$ cat src/rtl/control_pkg.sv
// Shared encodings for the multi-cycle RV32I control unit.
package control_pkg;

    typedef enum logic [3:0] {
        StFetch,
        StDecode,
        StMemAdr,
        StMemRead,
        StMemWb,
        StMemWrite,
        StExecR,
        StExecI,
        StAluWb,
        StBranch,
        StJal,
        StTrap
    } state_e;

    localparam logic [6:0] OP_LOAD   = 7'b0000011;
    localparam logic [6:0] OP_STORE  = 7'b0100011;
    localparam logic [6:0] OP_R      = 7'b0110011;
    localparam logic [6:0] OP_I      = 7'b0010011;
    localparam logic [6:0] OP_BRANCH = 7'b1100011;
    localparam logic [6:0] OP_JAL    = 7'b1101111;

    localparam logic [1:0] ALU_OP_ADD   = 2'b00;
    localparam logic [1:0] ALU_OP_SUB   = 2'b01;
    localparam logic [1:0] ALU_OP_FUNCT = 2'b10;

    localparam logic [2:0] ALU_ADD = 3'b000;
    localparam logic [2:0] ALU_SUB = 3'b001;
    localparam logic [2:0] ALU_AND = 3'b010;
    localparam logic [2:0] ALU_OR  = 3'b011;
    localparam logic [2:0] ALU_SLT = 3'b101;

    localparam logic       ADR_PC     = 1'b0;
    localparam logic       ADR_ALUOUT = 1'b1;

    localparam logic [1:0] RES_ALUOUT = 2'b00;
    localparam logic [1:0] RES_DATA   = 2'b01;
    localparam logic [1:0] RES_ALU    = 2'b10;

    localparam logic [1:0] SRCA_PC    = 2'b00;
    localparam logic [1:0] SRCA_OLDPC = 2'b01;
    localparam logic [1:0] SRCA_RS1   = 2'b10;

    localparam logic [1:0] SRCB_RS2  = 2'b00;
    localparam logic [1:0] SRCB_IMM  = 2'b01;
    localparam logic [1:0] SRCB_FOUR = 2'b10;

    localparam logic [1:0] IMM_I = 2'b00;
    localparam logic [1:0] IMM_S = 2'b01;
    localparam logic [1:0] IMM_B = 2'b10;
    localparam logic [1:0] IMM_J = 2'b11;

    // Immediate format depends only on the opcode, never on the FSM state.
    function automatic logic [1:0] imm_src_of(input logic [6:0] opcode);
        case (opcode)
            OP_STORE:  return IMM_S;
            OP_BRANCH: return IMM_B;
            OP_JAL:    return IMM_J;
            default:   return IMM_I;
        endcase
    endfunction

endpackage

$ cat src/rtl/control_alu_decoder.sv
// ALU operation decoder; flags funct3 values the ALU does not implement.
module control_alu_decoder
    import control_pkg::*;
(
    input  logic [1:0] alu_op,
    input  logic [2:0] funct3,
    input  logic       op_r,
    input  logic       funct7_b5,
    output logic [2:0] alu_control,
    output logic       valid
);

    // Map alu_op/funct fields to an ALU operation.
    always_comb begin
        alu_control = ALU_ADD;
        valid       = 1'b1;
        case (alu_op)
            ALU_OP_ADD: alu_control = ALU_ADD;
            ALU_OP_SUB: alu_control = ALU_SUB;
            ALU_OP_FUNCT: begin
                case (funct3)
                    3'b000:  alu_control = (op_r && funct7_b5) ? ALU_SUB : ALU_ADD;
                    3'b010:  alu_control = ALU_SLT;
                    3'b110:  alu_control = ALU_OR;
                    3'b111:  alu_control = ALU_AND;
                    default: valid = 1'b0;
                endcase
            end
            default: alu_control = ALU_ADD;
        endcase
    end

endmodule

$ cat src/rtl/control_multicycle.sv
// Multi-cycle RV32I control FSM with memory wait states, bus watchdog and traps.
module control_multicycle
    import control_pkg::*;
#(
    parameter int unsigned INSTR_WIDTH  = 32,
    parameter int unsigned WAIT_TIMEOUT = 16,
    parameter int unsigned TMR_W        = 8
) (
    input  logic                   clk,
    input  logic                   rst,
    input  logic [INSTR_WIDTH-1:0] instr,
    input  logic                   zero,
    input  logic                   mem_ready,
    output logic                   mem_req,
    output logic                   adr_src,
    output logic                   mem_write,
    output logic                   ir_write,
    output logic                   pc_write,
    output logic [1:0]             result_src,
    output logic [1:0]             alu_src_a,
    output logic [1:0]             alu_src_b,
    output logic [2:0]             alu_control,
    output logic [1:0]             imm_src,
    output logic                   reg_write,
    output logic                   instr_done,
    output logic                   illegal_instr,
    output logic                   bus_error
);

    state_e           state_q, state_d;
    logic [TMR_W-1:0] wait_cnt_q, wait_cnt_d;
    logic             illegal_q, bus_error_q;
    logic [1:0]       alu_op;
    logic             funct_valid;
    logic             mem_state, timeout, illegal_set;

    logic [6:0] opcode;
    logic [2:0] funct3;
    logic       unused_instr;

    assign opcode       = instr[6:0];
    assign funct3       = instr[14:12];
    assign unused_instr = ^{instr[INSTR_WIDTH-1:31], instr[29:15], instr[11:7]};

    control_alu_decoder u_alu_dec (
        .alu_op      (alu_op),
        .funct3      (funct3),
        .op_r        (opcode[5]),
        .funct7_b5   (instr[30]),
        .alu_control (alu_control),
        .valid       (funct_valid)
    );

    assign imm_src = imm_src_of(opcode);

    assign mem_state = (state_q == StFetch) || (state_q == StMemRead) ||
                       (state_q == StMemWrite);
    // Trip on the wait cycle that would bring the counter up to the limit;
    // mem_ready in that same cycle still lets the access complete.
    assign timeout = (WAIT_TIMEOUT != 0) && mem_state && !mem_ready &&
                     ((wait_cnt_q + TMR_W'(1)) == TMR_W'(WAIT_TIMEOUT));

    // Next-state selection.
    always_comb begin
        state_d = state_q;
        unique case (state_q)
            StFetch: begin
                if (mem_ready)    state_d = StDecode;
                else if (timeout) state_d = StTrap;
            end
            StDecode: begin
                case (opcode)
                    OP_LOAD, OP_STORE: state_d = StMemAdr;
                    OP_R:              state_d = StExecR;
                    OP_I:              state_d = StExecI;
                    OP_BRANCH:         state_d = (funct3[2:1] == 2'b00) ? StBranch : StTrap;
                    OP_JAL:            state_d = StJal;
                    default:           state_d = StTrap;
                endcase
            end
            StMemAdr:  state_d = opcode[5] ? StMemWrite : StMemRead;
            StMemRead: begin
                if (mem_ready)    state_d = StMemWb;
                else if (timeout) state_d = StTrap;
            end
            StMemWb: state_d = StFetch;
            StMemWrite: begin
                if (mem_ready)    state_d = StFetch;
                else if (timeout) state_d = StTrap;
            end
            StExecR, StExecI: state_d = funct_valid ? StAluWb : StTrap;
            StAluWb:  state_d = StFetch;
            StBranch: state_d = StFetch;
            StJal:    state_d = StAluWb;
            StTrap:   state_d = StTrap;
            default:  state_d = StTrap;
        endcase
    end

    assign illegal_set = (state_d == StTrap) && !timeout && (state_q != StTrap);

    // Watchdog counter: restarts on any state change, counts unanswered accesses.
    always_comb begin
        wait_cnt_d = wait_cnt_q;
        if (state_d != state_q)          wait_cnt_d = '0;
        else if (mem_state && !mem_ready) wait_cnt_d = wait_cnt_q + TMR_W'(1);
    end

    // State, watchdog and sticky trap flags.
    always_ff @(posedge clk) begin
        if (rst) begin
            state_q     <= StFetch;
            wait_cnt_q  <= '0;
            illegal_q   <= 1'b0;
            bus_error_q <= 1'b0;
        end else begin
            state_q     <= state_d;
            wait_cnt_q  <= wait_cnt_d;
            illegal_q   <= illegal_q | illegal_set;
            bus_error_q <= bus_error_q | timeout;
        end
    end

    assign illegal_instr = illegal_q;
    assign bus_error     = bus_error_q;

    // Per-state datapath controls; strobes are suppressed while in reset.
    always_comb begin
        mem_req    = 1'b0;
        adr_src    = ADR_PC;
        mem_write  = 1'b0;
        ir_write   = 1'b0;
        pc_write   = 1'b0;
        result_src = RES_ALUOUT;
        alu_src_a  = SRCA_PC;
        alu_src_b  = SRCB_RS2;
        alu_op     = ALU_OP_ADD;
        reg_write  = 1'b0;
        instr_done = 1'b0;
        unique case (state_q)
            StFetch: begin
                mem_req    = 1'b1;
                alu_src_b  = SRCB_FOUR;
                result_src = RES_ALU;
                ir_write   = mem_ready;
                pc_write   = mem_ready;
            end
            StDecode: begin
                alu_src_a = SRCA_OLDPC;
                alu_src_b = SRCB_IMM;
            end
            StMemAdr: begin
                alu_src_a = SRCA_RS1;
                alu_src_b = SRCB_IMM;
            end
            StMemRead: begin
                mem_req = 1'b1;
                adr_src = ADR_ALUOUT;
            end
            StMemWb: begin
                result_src = RES_DATA;
                reg_write  = 1'b1;
                instr_done = 1'b1;
            end
            StMemWrite: begin
                mem_req    = 1'b1;
                adr_src    = ADR_ALUOUT;
                mem_write  = 1'b1;
                instr_done = mem_ready;
            end
            StExecR: begin
                alu_src_a = SRCA_RS1;
                alu_src_b = SRCB_RS2;
                alu_op    = ALU_OP_FUNCT;
            end
            StExecI: begin
                alu_src_a = SRCA_RS1;
                alu_src_b = SRCB_IMM;
                alu_op    = ALU_OP_FUNCT;
            end
            StAluWb: begin
                reg_write  = 1'b1;
                instr_done = 1'b1;
            end
            StBranch: begin
                alu_src_a  = SRCA_RS1;
                alu_op     = ALU_OP_SUB;
                instr_done = 1'b1;
                // funct3[0] inverts the condition: beq on zero, bne on not-zero.
                pc_write   = zero ^ funct3[0];
            end
            StJal: begin
                alu_src_a = SRCA_OLDPC;
                alu_src_b = SRCB_FOUR;
                pc_write  = 1'b1;
            end
            StTrap: ;
            default: ;
        endcase
        if (rst) begin
            mem_req    = 1'b0;
            mem_write  = 1'b0;
            ir_write   = 1'b0;
            pc_write   = 1'b0;
            reg_write  = 1'b0;
            instr_done = 1'b0;
        end
    end

endmodule
$ cat config.mk
export PLATFORM = sky130hd
export DESIGN_NAME = control_multicycle
export DESIGN_NICKNAME = d
export VERILOG_FILES = /design/src/rtl/control_pkg.sv /design/src/rtl/control_alu_decoder.sv /design/src/rtl/control_multicycle.sv
export SDC_FILE = /design/constraint.sdc
export NUM_CORES = 1
export LEC_CHECK = 0
export ABC_AREA = 0
export CAP_MARGIN = 40
export CORE_UTILIZATION = 45
export DETAILED_ROUTE_END_ITERATION = 8
export GPL_TIMING_DRIVEN = 1
export PLACE_DENSITY = 0.79
export SKIP_LAST_GASP = 1
export SLEW_MARGIN = 15
export SYNTH_ARGS = -nofsm -noshare
export SYNTH_HDL_FRONTEND = slang
export SYNTH_HIERARCHICAL = 1
export SYNTH_SLANG_ARGS = --single-unit
$ cat constraint.sdc
create_clock -name clk -period 4.75 [get_ports clk]
set_input_delay 0.475 -clock clk [delete_from_list [all_inputs] [get_ports clk]]
set_output_delay 0.475 -clock clk [all_outputs]
set_load 0.1 [all_outputs]
==> reports/qor.csv <==
metric;value;unit
cts bufs inserted;3;
remaining antenna violation count;0;
Max Clk Rate;0.323;GHz
FP Rows;21;
CTS Hold Bufs;0;
CP Launch Point;state_q[2]$_SDFF_PP0_;
slew margin rel.;49.3;%
htree depth;1;
Critical Path Sink Type;output pin;
Final Hold Vio Count;0;
Final HPWL DP;3.05;mm
fin nets;282;
FF-to-FF setup slack;1.97;ns
GPL Wtd Cong;0.911;
Post-synth ARST share;0;%
area share of fa/ha/maj cells after synthesis;3.04;%
status;finished, final reports clean;
DR vias;1643;
vias per cell;5.72;
largest family of logic cells by synthesized area;simple AND/OR/NAND/NOR gates;
Area after DPL;2230;sq um
post-synthesis xor/xnor area fraction;7.44;%
syn_nets;239;
worst min path class;flop to flop;
Final min period;3.09;ns
hold path start;bus_error$_SDFF_PP0_;
gr usage total;20.5;%
TritonCTS clock tree;yes;
compound-gate portion of the synthesized area;25.1;%
Max Cap Viol;0;
post-synthesis mux area share;1.82;%
CTS root buf;clkbuf_4;
total power;0.000740;W
Max VDD drop;0.176;mV
layout cell share with drive strength beyond 1;22.8;%
IO Count;56;
Longest Clk Path Bufs;2;
synth unique cells;63;
Max Slew Vio Count;0;
CP endpoint;reg_write;
Core Area;3420;sq um
Simple-Gate Fraction of Synth Area;37.2;%
leakage power;0.797;nW
Starting Density;48.2;%
RSZ-0062 raised after global routing;false;
r2r worst-path depth;10;
mean post-synth cell area;8.28;sq um
n_diodes;0;
Post-synth EDFFs;0;
post-synthesis cell area;1650;sq um
WP data arrival;2.62;ns
post-layout instance area;2260;sq um
WS Path Type;flop to output pin;
Die Span X;62.5;um
Iteration-0 DRC Markers;131;
WL/cell;14.0;um
CP Data Required Time;4.28;ns
Synth Instances;199;
initial antenna violation count;0;
CP Launch Type;flop;
port bufs;34;
Chip Height;62.5;um
Most used DFF post-synth;dfxtp_1;
DRT Pass-1 Iters;4;
PnR worst setup slack;1.66;ns
synthesis warning total;6;
sequential area share after synthesis;17.0;%
Setup-failing EPs final;0;
top cell type's share of synthesized area;17.0;%
DR DRC count;0;
worst slew pin tran;0.759;ns
global-route wire length before repair;6.73;mm
setup TNS;0;ns
DP Worst Slack;1.75;ns
area leader, netlist;dfxtp_1;
register bit count reported by yosys;14;
largest cells by area after synthesis;dfxtp_1, xor2_1, nor4_2;
Worst Skew;0.00346;ns
Area Overhead vs Synth;37.4;%
CTS resizes;0;
worst r2r src;state_q[0]$_SDFF_PP0_;
crit-path max FO;15;
count leader, synth;nor2_1;
GR Overflow Total;0;
CTS sink cnt;14;
die area;3910;sq um
Synth top cells by count;nor2_1, nand2_1, dfxtp_1, nor2b_1, xor2_1;
Worst-Skew Late Latency;0.28;ns
Post-CTS Setup Bufs;0;
largest net degree at the start of global routing;20;
fill cell total of the finished layout;268;
P per Cell Area;327;nW/um^2
fin crit share;65.1;%
vias in the first global route;1509;
final wirelength;4.02;mm
RR Endpoint;wait_cnt_q[5]$_SDFFE_PP0P_;
clock-pin slew on the worst setup and hold paths;0.10;ns
[cell usage in the layout, fill, tap and decap left out, types with 3 or more instances in the layout]
master	instances
clkdlybuf4s50_1	32
a21o_1	3
o21ai_0	6
a21oi_1	6
xor2_1	9
buf_8	18
nor3_1	7
nor2_1	17
nand2_1	15
mux2i_1	3
xnor2_1	5
nor4_2	6
and3_1	3
dfxtp_1	14
o31a_1	3
ha_1	4
nor4_1	3
nand2b_1	4
clkbuf_4	3
buf_4	6
nand3_1	4
nor2b_1	10
inv_1	6
a211oi_1	4
nand4_1	3
[critical path, cell delays in order (launching register included)]
cell	delay (ns)
dfxtp_1	0.73
buf_4	0.33
nand2b_4	0.09
a2111oi_1	0.39
clkdlybuf4s50_1	0.59
buf_8	0.20
[per-layer routing]
layer	vias up	routed length [um]	global-route usage [%]
li1	810	-	-
met1	791	1920	27.7
met2	38	1950	35.6
met3	4	113	1.64
met4	0	27	3.78
met5	-	0	0
[how the worst min path moves through the flow]
stage | cells past startpoint | slack (ns) | end
floorplan | 2 | 0.56 | wait_cnt_q[7]$_SDFFE_PP0P_
global placement | 1 | 0.46 | bus_error$_SDFF_PP0_
detailed placement | 1 | 0.46 | bus_error$_SDFF_PP0_
CTS | 1 | 0.49 | bus_error$_SDFF_PP0_
global route | 1 | 0.53 | bus_error$_SDFF_PP0_
finish | 1 | 0.48 | bus_error$_SDFF_PP0_
[state kept, by name, summed over array words and instances (netlist names)]
register / flops
bus_error: 1
state_q: 4
illegal_instr: 1
wait_cnt_q: 8
[cells by family (layout without fill, tap and decap cells)]
kind of cell	Yosys count	count (layout)
AOI/OAI and AO/OA	49	49
adders and majority gates	4	4
xor gates and xnor gates	14	14
muxes	3	3
and+or+nand+nor	91	91
DFF	14	14
buffers and inverters	24	66
[cell type report]
| class | instances | area [sq um] | share of cell area (%) |
|---|---|---|---|
| Multi-Input combinational cell | 161 | 1230 | 54.4 |
| Timing Repair Buffer | 56 | 636 | 28.1 |
| Sequential cell | 14 | 280 | 12.4 |
| Tap cell | 46 | 57.6 | 2.54 |
| Clock buffer | 4 | 36.3 | 1.60 |
| Inverter | 6 | 22.5 | 0.995 |
[power by group]
part / leakage [nW] / switching (W) / internal, W / total (W)
Combinational: 0.663 / 0.000313 / 0.000190 / 0.000503
Clock: 0.0210 / 0.0000437 / 0.0000466 / 0.0000903
Sequential: 0.113 / 0.0000225 / 0.000124 / 0.000146
Total: 0.797 / 0.000379 / 0.000361 / 0.000740
[stage by stage]
stage	utilization (%)	hold WS, ns	std cells
5_1_grt	66.3	0.529	287
4_1_cts	66.3	0.489	287
3_3_place_gp	57.3	0.463	265
2_1_floorplan	-	0.564	199
6_report	66.3	0.481	287
3_5_place_dp	65.2	0.461	283
Power figures use the tool's default switching activity.
